--- src/rtl/servo_ctrl_pkg.sv ---
// Shared types and default constants for the servo sweep controller and the
// PWM generator it feeds.
package servo_ctrl_pkg;

   // Controller state; the encoding is visible on state_o for debug/LEDs.
   typedef enum logic [2:0] {
      ST_MANUAL   = 3'd0,
      ST_SWEEP_UP = 3'd1,
      ST_DWELL_HI = 3'd2,
      ST_SWEEP_DN = 3'd3,
      ST_DWELL_LO = 3'd4
   } servo_state_t;

   // Timing base shared with the PWM generator (20 ms frame at 50 MHz).
   localparam int unsigned CLK_HZ   = 50_000_000;
   localparam int unsigned FRAME_HZ = 50;

   // Default duty limits and motion profile, in clk counts of high time.
   localparam int unsigned DEF_DUTY_W       = 32;
   localparam int unsigned DEF_DUTY_MIN     = 25_000;
   localparam int unsigned DEF_DUTY_MAX     = 125_000;
   localparam int unsigned DEF_DUTY_RST     = 75_000;
   localparam int unsigned DEF_STEP         = 5_000;
   localparam int unsigned DEF_RAMP         = 1_000;
   localparam int unsigned DEF_DWELL_FRAMES = 25;

endpackage

--- src/rtl/servo_slew.sv ---
// Slew-limited duty register. On each accepted frame tick the duty word moves
// toward the target by at most RAMP counts, landing exactly on the target when
// it is within reach. duty_upd marks the single cycle in which duty changed.
module servo_slew
   import servo_ctrl_pkg::*;
#(
   parameter int unsigned DUTY_W   = DEF_DUTY_W,
   parameter int unsigned DUTY_RST = DEF_DUTY_RST,
   parameter int unsigned RAMP     = DEF_RAMP
) (
   input  logic              clk,
   input  logic              rst_a_p,
   input  logic [DUTY_W-1:0] target,
   input  logic              frame_tick,
   input  logic              hold,
   output logic [DUTY_W-1:0] duty,
   output logic              duty_upd
);

   localparam logic [DUTY_W-1:0] RST_W  = DUTY_W'(DUTY_RST);
   localparam logic [DUTY_W-1:0] RAMP_W = DUTY_W'(RAMP);

   logic              move;
   logic              going_up;
   logic [DUTY_W-1:0] gap;
   logic [DUTY_W-1:0] next_duty;

   // Distance to target and the bounded step toward it. Target always lies
   // inside the legal window, so duty +/- RAMP cannot wrap when gap > RAMP.
   always_comb begin
      move      = frame_tick && !hold && (duty != target);
      going_up  = (target > duty);
      gap       = going_up ? (target - duty) : (duty - target);
      next_duty = target;
      if (gap > RAMP_W) begin
         next_duty = going_up ? (duty + RAMP_W) : (duty - RAMP_W);
      end
   end

   // Duty only changes the cycle after a frame tick, so a PWM period that
   // latches duty on its wrap always sees one stable value.
   always_ff @(posedge clk or posedge rst_a_p) begin
      if (rst_a_p) begin
         duty     <= RST_W;
         duty_upd <= 1'b0;
      end else begin
         duty_upd <= move;
         if (move) begin
            duty <= next_duty;
         end
      end
   end

endmodule

--- src/rtl/servo_sweep_ctrl.sv ---
// Servo duty sequencer. Owns the target register, the manual/auto-sweep FSM
// and the dwell counter; the slew-limited duty register lives in servo_slew.
module servo_sweep_ctrl
   import servo_ctrl_pkg::*;
#(
   parameter int unsigned DUTY_W       = DEF_DUTY_W,
   parameter int unsigned DUTY_MIN     = DEF_DUTY_MIN,
   parameter int unsigned DUTY_MAX     = DEF_DUTY_MAX,
   parameter int unsigned DUTY_RST     = DEF_DUTY_RST,
   parameter int unsigned STEP         = DEF_STEP,
   parameter int unsigned RAMP         = DEF_RAMP,
   parameter int unsigned DWELL_FRAMES = DEF_DWELL_FRAMES
) (
   input  logic              clk,
   input  logic              rst_a_p,
   input  logic              frame_tick,
   input  logic              inc_pulse,
   input  logic              dec_pulse,
   input  logic              mode_auto,
   input  logic              hold,
   output logic [DUTY_W-1:0] duty,
   output logic              duty_upd,
   output logic              at_limit,
   output logic [2:0]        state_o
);

   localparam int unsigned DWELL_CW = $clog2(DWELL_FRAMES + 1);

   localparam logic [DUTY_W-1:0]   MIN_W     = DUTY_W'(DUTY_MIN);
   localparam logic [DUTY_W-1:0]   MAX_W     = DUTY_W'(DUTY_MAX);
   localparam logic [DUTY_W-1:0]   RST_W     = DUTY_W'(DUTY_RST);
   localparam logic [DUTY_W-1:0]   STEP_W    = DUTY_W'(STEP);
   localparam logic [DUTY_W:0]     STEP_X    = (DUTY_W+1)'(STEP);
   localparam logic [DUTY_W:0]     MAX_X     = (DUTY_W+1)'(DUTY_MAX);
   localparam logic [DUTY_W:0]     DEC_FLOOR = (DUTY_W+1)'(DUTY_MIN) + (DUTY_W+1)'(STEP);
   localparam logic [DWELL_CW-1:0] DWELL_END = DWELL_CW'(DWELL_FRAMES - 1);

   servo_state_t      state;
   logic [DUTY_W-1:0] target;
   logic [DWELL_CW-1:0] dwell;

   logic              tick_ok;
   logic              dwell_last;
   logic [DUTY_W:0]   inc_sum;
   logic [DUTY_W-1:0] inc_target;
   logic [DUTY_W-1:0] dec_target;

   // Saturating button steps, evaluated one bit wider so nothing wraps.
   always_comb begin
      tick_ok    = frame_tick && !hold;
      dwell_last = (dwell == DWELL_END);
      inc_sum    = {1'b0, target} + STEP_X;
      inc_target = (inc_sum > MAX_X) ? MAX_W : inc_sum[DUTY_W-1:0];
      dec_target = ({1'b0, target} < DEC_FLOOR) ? MIN_W : (target - STEP_W);
   end

   // Mode FSM with target and dwell bookkeeping. Leaving auto mode parks the
   // target on the present duty so the servo stops where it is.
   always_ff @(posedge clk or posedge rst_a_p) begin
      if (rst_a_p) begin
         state  <= ST_MANUAL;
         target <= RST_W;
         dwell  <= '0;
      end else if (state != ST_MANUAL && !mode_auto) begin
         state  <= ST_MANUAL;
         target <= duty;
         dwell  <= '0;
      end else begin
         case (state)
            ST_MANUAL: begin
               if (mode_auto) begin
                  state  <= ST_SWEEP_UP;
                  target <= MAX_W;
               end else if (inc_pulse && !dec_pulse) begin
                  target <= inc_target;
               end else if (dec_pulse && !inc_pulse) begin
                  target <= dec_target;
               end
            end
            ST_SWEEP_UP: begin
               if (duty == MAX_W) begin
                  state <= ST_DWELL_HI;
                  dwell <= '0;
               end
            end
            ST_DWELL_HI: begin
               if (tick_ok) begin
                  if (dwell_last) begin
                     state  <= ST_SWEEP_DN;
                     target <= MIN_W;
                     dwell  <= '0;
                  end else begin
                     dwell <= dwell + 1'b1;
                  end
               end
            end
            ST_SWEEP_DN: begin
               if (duty == MIN_W) begin
                  state <= ST_DWELL_LO;
                  dwell <= '0;
               end
            end
            ST_DWELL_LO: begin
               if (tick_ok) begin
                  if (dwell_last) begin
                     state  <= ST_SWEEP_UP;
                     target <= MAX_W;
                     dwell  <= '0;
                  end else begin
                     dwell <= dwell + 1'b1;
                  end
               end
            end
            default: begin
               state <= ST_MANUAL;
               dwell <= '0;
            end
         endcase
      end
   end

   servo_slew #(
      .DUTY_W   (DUTY_W),
      .DUTY_RST (DUTY_RST),
      .RAMP     (RAMP)
   ) u_slew (
      .clk        (clk),
      .rst_a_p    (rst_a_p),
      .target     (target),
      .frame_tick (frame_tick),
      .hold       (hold),
      .duty       (duty),
      .duty_upd   (duty_upd)
   );

   assign at_limit = (duty == MIN_W) || (duty == MAX_W);
   assign state_o  = state;

endmodule

--- config.mk ---
export PLATFORM = sky130hd
export DESIGN_NAME = servo_sweep_ctrl
export DESIGN_NICKNAME = d
export VERILOG_FILES = /design/src/rtl/servo_ctrl_pkg.sv /design/src/rtl/servo_slew.sv /design/src/rtl/servo_sweep_ctrl.sv
export SDC_FILE = /design/constraint.sdc
export NUM_CORES = 1
export LEC_CHECK = 0
export ABC_AREA = 1
export BUFFER_PORTS_ARGS = -buffer_cell sky130_fd_sc_hd__buf_2
export CAP_MARGIN = 20
export CORE_MARGIN = 10
export CORE_UTILIZATION = 49
export DETAILED_ROUTE_END_ITERATION = 16
export PLACE_DENSITY = 0.68
export SKIP_LAST_GASP = 1
export SLEW_MARGIN = 10
export SYNTH_ARGS = -nofsm -noshare
export SYNTH_HDL_FRONTEND = slang
export SYNTH_HIERARCHICAL = 1
export SYNTH_SLANG_ARGS = --single-unit
--- constraint.sdc ---
create_clock -name clk -period 4.1 [get_ports clk]
set_input_delay 0.41 -clock clk [delete_from_list [all_inputs] [get_ports clk]]
set_output_delay 0.41 -clock clk [all_outputs]
set_load 0.005 [all_outputs]
### Word level (Yosys, flattened, before mapping)

Index checks and enable logic that the tools add are counted.

* $lt $le $gt $ge: 4
* reductions and logical operators: 17
* equal/unequal tests: 18
* mux-type cells: 29
* $add $sub $neg: 7

Operators with widths (count)
* 32-bit 2-to-1 mux: 13
* 32-bit case mux with 3 select lines: 1
* 32-bit subtractor: 2
* 32-bit by 13-bit adder with 33-bit output, second input constant: 1
* 33-bit by 17-bit > comparator with 1-bit output, second input constant: 1
* 32-bit by 10-bit adder with 32-bit output, second input constant: 1
* 32-bit by 15-bit == test with 1-bit output, second input constant: 1
* 32-bit by 17-bit == test with 1-bit output, second input constant: 1
* 32-bit by 10-bit > comparator with 1-bit output, second input constant: 1
* 32-bit > comparator: 1
* 32-bit by 15-bit less-than comparator with 1-bit output, second input constant: 1
* 32-bit != test: 1
* 32-bit by 10-bit subtractor with 32-bit output, second input constant: 1
* 32-bit by 13-bit subtractor with 32-bit output, second input constant: 1
* 5-bit 2-to-1 mux: 5
* 3-bit 2-to-1 mux: 8
* 3-bit != test, second input constant: 7
* 5-bit case mux with 4 select lines: 1
* 3-bit case mux with 5 select lines: 1
* 7-bit AND reduction: 1
* 3-bit by 2-bit == test with 1-bit output, second input constant: 2
* 6-bit AND reduction: 1
* 5-bit by 1-bit adder with 5-bit output, second input constant: 1
* 5-bit == test, second input constant: 1
* other kinds (13): 20

* word-level logic and storage cells: 80
* input port bits: 7
* register bits after elaboration: 73
* output and inout port bits: 37

### Logic depth before layout (Yosys ltp)

Gate-level depths: netlist of run 1.

* depth in word-level cells: 7
* gate-level depth with buffers: 32

### Hierarchy

The synthesis of run 1 kept the hierarchy.

By module, submodules not included
* servo_slew: area each 7873.8 um^2, times used 1, cells each 1456
* servo_sweep_ctrl: area each 4506.8 um^2, times used 1, cells each 785

### Least setup slack after synthesis of run 1

Ideal clock, no wire load.

* path kind: register -> register
* from: register u_slew.duty[3]
* to: register u_slew.duty[28]
* period minus slack after synthesis: 4042 ps
* arrival time: 3917 ps
* stages on the path, launching flop included: 29
* path slack: 58 ps
* buffers on the path: 2
* library setup time: 125 ps
* required time: 3975 ps
* cells stage by stage: dfstp_2 inv_1 ha_1 buf_2 a21oi_1 nand2_1 nand2_1 nand2_1 nand2_2 nand2_2 nand2_2 nand2_4 nand2_4 buf_2 ha_1 nand3_1 nand2_1 nand2_1 nand4_1 a21oi_1 o21bai_1 a21oi_1 o21ai_0 nand2_1 nand2_1 nand2_1 nand2_1 nand3_1 nand3_1

* cells in the longest elaborated chain, start to end: 4
* elaborated cells between the ends (all ways): 11
* classes of those cells: add/sub (4); order compare (2); eq/ne (1); mux (3); reduce/logical (1)

Ends and longest elaborated chain
* start: declaration: RTL line servo_slew.sv:16 `output logic [DUTY_W-1:0] duty,`
* start signal: assignment: RTL line servo_slew.sv:49 `duty <= next_duty;`
* 32-bit subtractor / 32-bit > comparator (equally long branches): RTL line servo_slew.sv:33, servo_slew.sv:32
* 32-bit 2-to-1 mux: RTL line servo_slew.sv:33 `gap = going_up ? (target - duty) : (duty - target);`
* 32-bit by 10-bit > comparator with 1-bit output: RTL line servo_slew.sv:35 `if (gap > RAMP_W) begin`
* 32-bit 2-to-1 mux: RTL line servo_slew.sv:35

Parallel ways exist; a longest one is shown, timed or not.
A chain may end at the register's enable or synchronous reset.

### Worst setup path after layout of run 1

* from: register target[0]
* to: register u_slew.duty[25]

* cells in the longest elaborated chain, start to end: 4
* elaborated cells between the ends (all ways): 9
* classes of those cells: add/sub (2); order compare (2); eq/ne (1); mux (3); reduce/logical (1)

Ends and longest elaborated chain
* start: declaration: RTL line servo_sweep_ctrl.sv:39 `logic [DUTY_W-1:0] target;`
* start signal: assignment: RTL line servo_sweep_ctrl.sv:66 `target <= duty;`
* start signal: assignment: RTL line servo_sweep_ctrl.sv:75 `target <= inc_target;`
* start signal: assignment: RTL line servo_sweep_ctrl.sv:77 `target <= dec_target;`
* 32-bit subtractor / 32-bit > comparator (equally long branches): RTL line servo_slew.sv:33, servo_slew.sv:32
* 32-bit 2-to-1 mux: RTL line servo_slew.sv:33
* 32-bit by 10-bit > comparator with 1-bit output: RTL line servo_slew.sv:35
* 32-bit 2-to-1 mux: RTL line servo_slew.sv:35

Parallel ways exist; a longest one is shown, timed or not.

==> results.json, run 1 <==
{
  "run_status": "complete, no violations",
  "synthMuxAreaShare": 0,
  "hold_buffers": 0,
  "ys.flop_type": "dfrtp_1",
  "syn-num-nets": 2346,
  "core_sq_um": 25000,
  "yosys.area_share.adder": 0.101,
  "antenna_found_initial": 0,
  "root_buffer": "clkbuf_16",
  "wirelength_microns": 47400,
  "clk_path_buf_depth": 2,
  "cp-end-kind": "flip-flop",
  "critPathLaunchType": "flip-flop",
  "via_per_inst": 5.42,
  "cp.arrival_ps": 4160,
  "grtUsageTotal": 0.299,
  "clk_pin_slew_ps": 60,
  "syn_to_final_growth_pct": 13.7,
  "num-fill-cells": 2643,
  "synth_top_cell_by_area": "nand2_1",
  "setup_viol": 0,
  "grt_overflow": 0,
  "ff2ff_path_depth": 25,
  "num_io_pins": 44,
  "stdcell_count": 2693,
  "min_period_over_period": 0.945,
  "yosysUniqueCellTypes": 53,
  "tightest_slew_ps": 892,
  "clock_latency_ps": 350,
  "ys_ff_latch": 73,
  "regArea_sq_um": 1850,
  "fmax_mhz": 258,
  "diodes": 0,
  "reg2reg_to": "u_slew/duty[25]",
  "path_class": "reg -> reg",
  "hold_violations": 0,
  "slowest_stage": "fa_2",
  "synth_top_family_by_area": "simple AND/OR/NAND/NOR gates",
  "hold_path.class": "in -> async",
  "numClockSinks": 73,
  "vias": 14600,
  "initial_core_util": 0.495,
  "synthXorXnorAreaFrac": 0.0396,
  "drv_slew": 0,
  "rsz0062_at_grt": "yes",
  "path_max_fanout": 11,
  "post_drt_wl_per_cell_microns": 17.6,
  "cts_max_level": 3,
  "port-buffer-count": 43,
  "cts_buffers": 9,
  "cts_tree": "done",
  "layout.nets": 2463,
  "final_cell_mix": "nand2_1, inv_1, nand3_1, nor2_1, buf_4",
  "fin_skew_ps": 12.7,
  "final_common_cell": "nand2_1",
  "seq_area_frac_synth": 0.149,
  "die_w_microns": 179,
  "die_h_microns": 179,
  "drc": 0,
  "dr.pass1.iters": 6,
  "synth_compound_area_frac": 0.107,
  "hpwlAfterDp_microns": 39100,
  "maxSlewHeadroom": 0.400,
  "dieArea_sq_um": 32000,
  "crit_top_cell": "nand2_2",
  "multiInputGateArea_sq_um": 8940,
  "critPathRequiredTime_ps": 4380,
  "first_iter_violations": 1300,
  "place_congestion": 0.998,
  "num_rows": 58,
  "max_stage_delay_ps": 360,
  "grt_pass1_vias": 14000,
  "syn_area_sq_um": 12400,
  "synth-simple-area-share": 0.466,
  "syn_inst": 2241,
  "synth.avg_cell_area_sq_um": 5.52,
  "ant_nets": 0,
  "yosys_warnings": 6,
  "finalCriticalPeriod_ps": 3870,
  "synthArstFlopShare": 1.00,
  "synth_area_leaders": "nand2_1, dfrtp_1, inv_1, nand3_1, ha_1",
  "r2r_setup_slack_ps": 230,
  "grt_max_degree": 54,
  "drive_gt1_frac": 0.119,
  "synth_top_cell_area_share": 0.234,
  "place_inst": 2672,
  "cap_viol_max_count": 0,
  "grt_pass1_wl_microns": 75300,
  "reg2reg_from": "target[0]",
  "synth_edf_count": 0
}
[synth_stat cells (all sizes together), types with 2 or more instances]
| cell | n |
|---|---|
| dfstp | 16 |
| nand2 | 790 |
| o22ai | 2 |
| or2 | 2 |
| buf | 46 |
| inv | 362 |
| fa | 3 |
| nand3b | 4 |
| o21bai | 9 |
| a211oi | 3 |
| xor2 | 42 |
| clkbuf | 17 |
| nor4 | 13 |
| nand3 | 261 |
| a21oi | 125 |
| nor3b | 2 |
| nor3 | 24 |
| ha | 95 |
| a31oi | 4 |
| dfrtp | 57 |
| xnor2 | 14 |
| o21ai | 62 |
| a21boi | 8 |
| a21o | 5 |
| a22oi | 12 |
| nor2 | 204 |
| nand4 | 45 |
| and2 | 4 |
| o221ai | 3 |
[worst max-delay path: cells and delay by family (launching register included)]
kind,cells,cell delay [ps]
AND/OR/NAND/NOR,13,1060
AO/OA/AOI/OAI,5,1040
adder cells (fa/ha/maj),3,880
flip-flops,1,350
buffers and inverters,3,310
XOR/XNOR,1,160
[final cells by class]
class                   count  share of cell area
inverters                 363              0.0970
clock buffers              10              0.0170
repair buffers            169              0.0839
clock inverters             6             0.00640
flip-flops and latches     73               0.131
well taps                 330              0.0293
multi-input cells        1742               0.635
[state kept, by name, indices dropped and copies added, names as in the netlist]
| signal | cells |
|---|---|
| target | 32 |
| u_slew/duty | 32 |
| dwell | 5 |
| state_o | 3 |
| u_slew/duty_upd | 1 |
[per-layer routing]
layer / up-vias / track usage / part of all wire
li1: 7332 / - / -
met1: 6630 / 0.369 / 0.42
met2: 528 / 0.505 / 0.47
met3: 105 / 0.0305 / 0.057
met4: 0 / 0.156 / 0.054
met5: - / 0 / 0
[worst max path at each step]
stage          cells after the start              end           start  slack [ps]
6_report                          25  u_slew/duty[25]       target[0]         230
5_1_grt                           29  u_slew/duty[28]       target[0]         -20
2_1_floorplan                     28  u_slew/duty[28]  u_slew/duty[3]          60
3_3_place_gp                      25  u_slew/duty[31]  u_slew/duty[0]         160
4_1_cts                           29  u_slew/duty[28]       target[0]          10
3_5_place_dp                      26  u_slew/duty[24]       target[0]          40
[kinds of logic after synthesis]
family	after synthesis
AO/OA/AOI/OAI	237
XOR/XNOR	56
adder cells (fa/ha/maj)	98
buffers and inverters	426
flip-flops	73
AND/OR/NAND/NOR	1351
[per-stage QoR]
stage | setup TNS (ps) | setup WS, ps | hold slack (ps) | util | instance area (sq um)
4_1_cts | 0 | 13.4 | 184 | 0.556 | 13900
2_1_floorplan | 0 | 57.9 | 489 | - | 12400
3_3_place_gp | 0 | 162 | 511 | 0.543 | 13600
3_5_place_dp | 0 | 35.9 | 528 | 0.543 | 13600
5_1_grt | -23.2 | -19.7 | 213 | 0.562 | 14100
6_report | 0 | 227 | 177 | 0.562 | 14100
[what timing repair did]
item	CTS	global route
buffers inserted	0	5
endpoints found under the setup margin	1	13
gates resized for setup	1	28
pin swaps	0	7
Power of run 1 is not shown: default switching activity piles up to over one toggle a cycle in this logic, so the estimate is an artifact.
==> run 2: changes to the inputs <==
--- a/config.mk
+++ b/config.mk
@@ -9,9 +9,9 @@
 export BUFFER_PORTS_ARGS = -buffer_cell sky130_fd_sc_hd__buf_2
 export CAP_MARGIN = 20
 export CORE_MARGIN = 10
-export CORE_UTILIZATION = 49
+export CORE_UTILIZATION = 59
 export DETAILED_ROUTE_END_ITERATION = 16
-export PLACE_DENSITY = 0.68
+export PLACE_DENSITY = 0.79
 export SKIP_LAST_GASP = 1
 export SLEW_MARGIN = 10
 export SYNTH_ARGS = -nofsm -noshare
==> run 2 against run 1 <==
Compared with the run above:
- global-route usage grew 4.2 points
- worst setup slack worse by 110 ps
- clock skew grew 1.8 ps
- non-clock buffer count shrank 5
- clock-buffer cell count did not move
- via count grew 5.3%
- critical path depth is 2 higher
- sequential share of layout area rose by 0.17 points
- fmax is 2.7% lower
- cell count shrank 2.4%
- die area decreased by 15%
- critical endpoint is now u_slew/duty[28]
==> results.json, run 2 (same netlist as run 1, synthesis figures left out) <==
{
  "layout.nets": 2458,
  "regArea_sq_um": 1850,
  "multiInputGateArea_sq_um": 8920,
  "core_sq_um": 20400,
  "cp-end-kind": "flip-flop",
  "critical_path.endpoint": "u_slew/duty[28]",
  "dpl_cell_area_sq_um": 13400,
  "finalCriticalPeriod_ps": 3980,
  "met3WireLength_microns": 4500,
  "drv_slew": 0,
  "place_congestion": 1.06,
  "antenna_found_initial": 0,
  "critPathRequiredTime_ps": 4330,
  "r2r_setup_slack_ps": 120,
  "num_rows": 52,
  "wirelength_microns": 47000,
  "clk_path_buf_depth": 2,
  "root_buffer": "clkbuf_16",
  "grtUsageTotal": 0.341,
  "diodes": 0,
  "vias": 15400,
  "dpl_worst_slack_ps": -42.6,
  "dieArea_sq_um": 27200,
  "final_cell_mix": "nand2_1, inv_1, nand3_1, nor2_1, buf_4",
  "hpwlAfterDp_microns": 37700,
  "post_drt_wl_per_cell_microns": 17.9,
  "setup_viol": 0,
  "min_period_over_period": 0.970,
  "clock_latency_ps": 360,
  "cts_tree": "done",
  "hold_violations": 0,
  "via_per_inst": 5.85,
  "reg2reg_from": "u_slew/duty[7]",
  "tightest_slew_ps": 995,
  "path_max_fanout": 12,
  "final_util": 0.680,
  "grt_pass1_wl_microns": 73500,
  "initial_core_util": 0.606,
  "path_class": "reg -> reg",
  "maxSlewHeadroom": 0.336,
  "layout_setup_ws_ps": 121,
  "cap_viol_max_count": 0,
  "rsz0062_at_grt": "yes",
  "num-fill-cells": 1938,
  "ff2ff_path_depth": 27,
  "clk_pin_slew_ps": 60,
  "port-buffer-count": 43,
  "cts_max_level": 3,
  "syn_to_final_growth_pct": 12.2,
  "cts_buffers": 9,
  "die_w_microns": 165,
  "startpoint": "u_slew/duty[7]",
  "drc": 0,
  "grt_max_degree": 42,
  "critPathLaunchType": "flip-flop",
  "wl_met2_microns": 21800,
  "top_regs": "target x32, u_slew/duty x32, dwell x5",
  "fmax_mhz": 251,
  "run_status": "complete, no violations",
  "ant_nets": 0,
  "dr.pass1.iters": 7,
  "die_h_microns": 165,
  "m1WireLength_microns": 17200,
  "highest_layer": "met4",
  "hold_buffers": 0,
  "num_io_pins": 44,
  "whs_ps": 187,
  "final_common_cell": "nand2_1",
  "numClockSinks": 73,
  "first_iter_violations": 1703,
  "fin_skew_ps": 14.5,
  "reg2reg_to": "u_slew/duty[28]",
  "cp.arrival_ps": 4210,
  "design_area_sq_um": 13900,
  "hold_path.class": "in -> async",
  "drive_gt1_frac": 0.115,
  "grt_overflow": 0,
  "grt_pass1_vias": 14400
}
[run 2: worst min-delay path by stage]
stage,startpoint,endpoint,slack [ps],cells past startpoint
finish,rst_a_p,u_slew/duty_upd,190,3
detailed placement,dwell[4],dwell[4],530,2
CTS,rst_a_p,u_slew/duty[9],170,3
floorplan,target[0],target[0],490,2
global route,rst_a_p,u_slew/duty[9],220,3
global placement,dwell[4],dwell[4],510,2
[run 2: area by class of cell]
| type | instances | area share |
|---|---|---|
| multi-input cells | 1742 | 0.642 |
| flip-flops and latches | 73 | 0.133 |
| inverters | 363 | 0.0986 |
| repair buffers | 164 | 0.0808 |
| well taps | 270 | 0.0243 |
| clock buffers | 10 | 0.0165 |
| clock inverters | 6 | 0.00486 |
[run 2: metrics by stage]
step                      cells  TNS, ps
after floorplan            2241        0
after global placement     2603        0
after detailed placement   2603    -84.0
after CTS                  2619    -26.4
after global routing       2628     -656
final                      2628        0
[run 2: metal layers]
layer | vias up | track usage
met5 | - | 0
met4 | 0 | 0.233
met3 | 213 | 0.0391
met2 | 890 | 0.571
li1 | 7324 | -
met1 | 6935 | 0.400
[run 2: critical path: stages, from the launching register on]
cell and delay (ps):
dfstp_2 530, inv_1 40, ha_1 350, nand2_2 120, inv_1 70, a21oi_2 170, nand2_2 100, nand2_2 80
nand2_2 70, nand2_2 80, nand2_4 70, nand2_8 150, inv_8 60, ha_1 360, nand2_1 110, nand2_1 100
nand3_1 90, nand4_1 220, a21oi_2 250, o21bai_2 100, a21oi_2 190, o21ai_1 110, nand2_1 100, nand2_1 50
nand2_1 60, nand2_1 50, nand3_1 60, nand3_1 80
[run 2: what timing repair did]
item | in CTS | in global routing
resized for setup | 2 | 24
buffers inserted | 0 | 9
endpoints found under the hold margin | 0 | 0
setup endpoints to repair | 3 | 14
pin swaps | 0 | 11
Power of run 2 is left out for the same reason.
==> run 3: changes to the inputs <==
--- a/config.mk
+++ b/config.mk
@@ -12,6 +12,7 @@
 export CORE_UTILIZATION = 59
 export DETAILED_ROUTE_END_ITERATION = 16
 export PLACE_DENSITY = 0.79
+export REMOVE_ABC_BUFFERS = 1
 export SKIP_LAST_GASP = 1
 export SLEW_MARGIN = 10
 export SYNTH_ARGS = -nofsm -noshare
==> run 3 against run 2 <==
Compared with the run above:
- sequential cell count is the same
- clock-buffer cell count up 1
- critical path type unchanged
- die area unchanged
- sequential share of layout area decreased by 0.18 points
- cell count grew 0.49%
- critical path depth is 3 lower
==> results.json, run 3 (same netlist as run 1, synthesis figures left out) <==
{
  "run_status": "complete, no violations",
  "num-fill-cells": 1904,
  "antenna_found_initial": 0,
  "via_per_inst": 5.87,
  "post_drt_wl_per_cell_microns": 18.2,
  "wl_met2_microns": 21100,
  "ant_nets": 0,
  "first_iter_violations": 1686,
  "drive_gt1_frac": 0.127,
  "clk_path_buf_depth": 2,
  "final_cell_mix": "nand2_1, inv_1, nand3_1, nor2_1, buf_4",
  "clk_pin_slew_ps": 60,
  "vias": 15500,
  "setup_viol": 0,
  "rsz0062_at_grt": "yes",
  "cts_buffers": 9,
  "fmax_mhz": 254,
  "path_max_fanout": 6,
  "min_period_over_period": 0.959,
  "dr.pass1.iters": 6,
  "drv_slew": 0,
  "finalCriticalPeriod_ps": 3930,
  "max_stage_delay_ps": 540,
  "fin_skew_ps": 11.5,
  "path_class": "reg -> reg",
  "critPathRequiredTime_ps": 4380,
  "grt_overflow": 0,
  "hold_buffers": 0,
  "cap_viol_max_count": 0,
  "port-buffer-count": 43,
  "wirelength_microns": 48000,
  "top_regs": "target x32, u_slew/duty x32, dwell x5",
  "cp.arrival_ps": 4210,
  "final_common_cell": "nand2_1",
  "critPathLaunchType": "flip-flop",
  "path_delay_family": "simple AND/OR/NAND/NOR gates",
  "crit_chain": "inv_1, ha_1, nand2_2, inv_1, a21oi_2, nand2_2, nand2_2, nand2_2, nand2_2, nand2_4, nand2_8, inv_4, ha_2, nand3_1, nand2_1, nand2_1, nand4_1, a21oi_2, buf_4, buf_4, o21ai_0, xor2_1, nand3_1, nand3_1",
  "hold_violations": 0,
  "clock_latency_ps": 350,
  "root_buffer": "clkbuf_16",
  "cts_tree": "done",
  "syn_to_final_growth_pct": 14.0,
  "m1WireLength_microns": 18600,
  "cts_max_level": 3,
  "grt_max_degree": 41,
  "num_rows": 52,
  "dpl_cell_area_sq_um": 13500,
  "core_sq_um": 20400,
  "tightest_slew_ps": 921,
  "die_h_microns": 165,
  "drc": 0,
  "grtUsageTotal": 0.345,
  "layout.nets": 2470,
  "crit_top_cell": "nand2_2",
  "hold_path.class": "in -> async",
  "design_area_sq_um": 14100,
  "numClockSinks": 73,
  "grt_pass1_vias": 14100,
  "num_io_pins": 44,
  "dieArea_sq_um": 27200,
  "die_w_microns": 165,
  "grt_pass1_wl_microns": 74500,
  "place_congestion": 1.08,
  "met3WireLength_microns": 5410,
  "cp-end-kind": "flip-flop",
  "slowest_stage": "dfstp_2",
  "highest_layer": "met5",
  "initial_core_util": 0.606,
  "hpwlAfterDp_microns": 38600,
  "maxSlewHeadroom": 0.379,
  "cp_num_buf_inv": 5
}
[run 3: cell types whose count changed in the layout (fill, tap and decap cells not counted), sizes merged]
cell	previous run	this run
diode	0	1
bufinv	1	0
clkbuf	10	12
clkinvlp	2	1
clkinv	3	5
inv	363	362
buf	164	175
[run 3: through the flow]
step                      setup WS [ps]  setup TNS (ps)  utilization  instances  hold slack (ps)
final                               170               0        0.691       2641              164
after global routing              -67.8            -266        0.691       2640              212
after CTS                          6.99               0        0.677       2630              191
after detailed placement          -36.9           -45.2        0.663       2614              530
after global placement              194               0        0.663       2614              520
after floorplan                    -180            -677            -       2178              489
[run 3: final timing paths]
check	startpoint	cells after the start	slack, ps	endpoint
worst max-delay path	u_slew/duty[7]	24	170	u_slew/duty[30]
worst min-delay path	rst_a_p	3	160	u_slew/duty[8]
worst max register to register	u_slew/duty[7]	24	170	u_slew/duty[30]
worst min register to register	target[2]	2	550	target[2]
max in group asynchronous	rst_a_p	3	3460	target[26]
min in group clk	mode_auto	3	500	state_o[2]
[run 3: what timing repair did]
action                                  CTS  global route
gates resized for setup                   2            49
endpoints found under the setup margin    3            14
setup buffers                             0             9
pin swaps                                 0            13
gates cloned                              0             1
[run 3: area by class of cell]
cell class              instances  area (sq um)  area share
inverters                     363          1370      0.0967
well taps                     270           338      0.0239
repair buffers                176          1260      0.0890
clock buffers                  11           243      0.0172
multi-input cells            1742          9030       0.640
flip-flops and latches         73          1850       0.131
diodes                          1          2.50    0.000177
clock inverters                 5          31.3     0.00222
[run 3: layer usage]
| metal | track usage | vias to the layer above |
|---|---|---|
| li1 | - | 7351 |
| met1 | 0.437 | 6975 |
| met2 | 0.544 | 979 |
| met3 | 0.0645 | 200 |
| met4 | 0.186 | 2 |
| met5 | 0 | - |
[run 3: tightest hold or removal path, stage by stage]
cell and delay, ps:
buf_2 100, inv_1 40, buf_4 400
Power of run 3 is left out for the same reason.
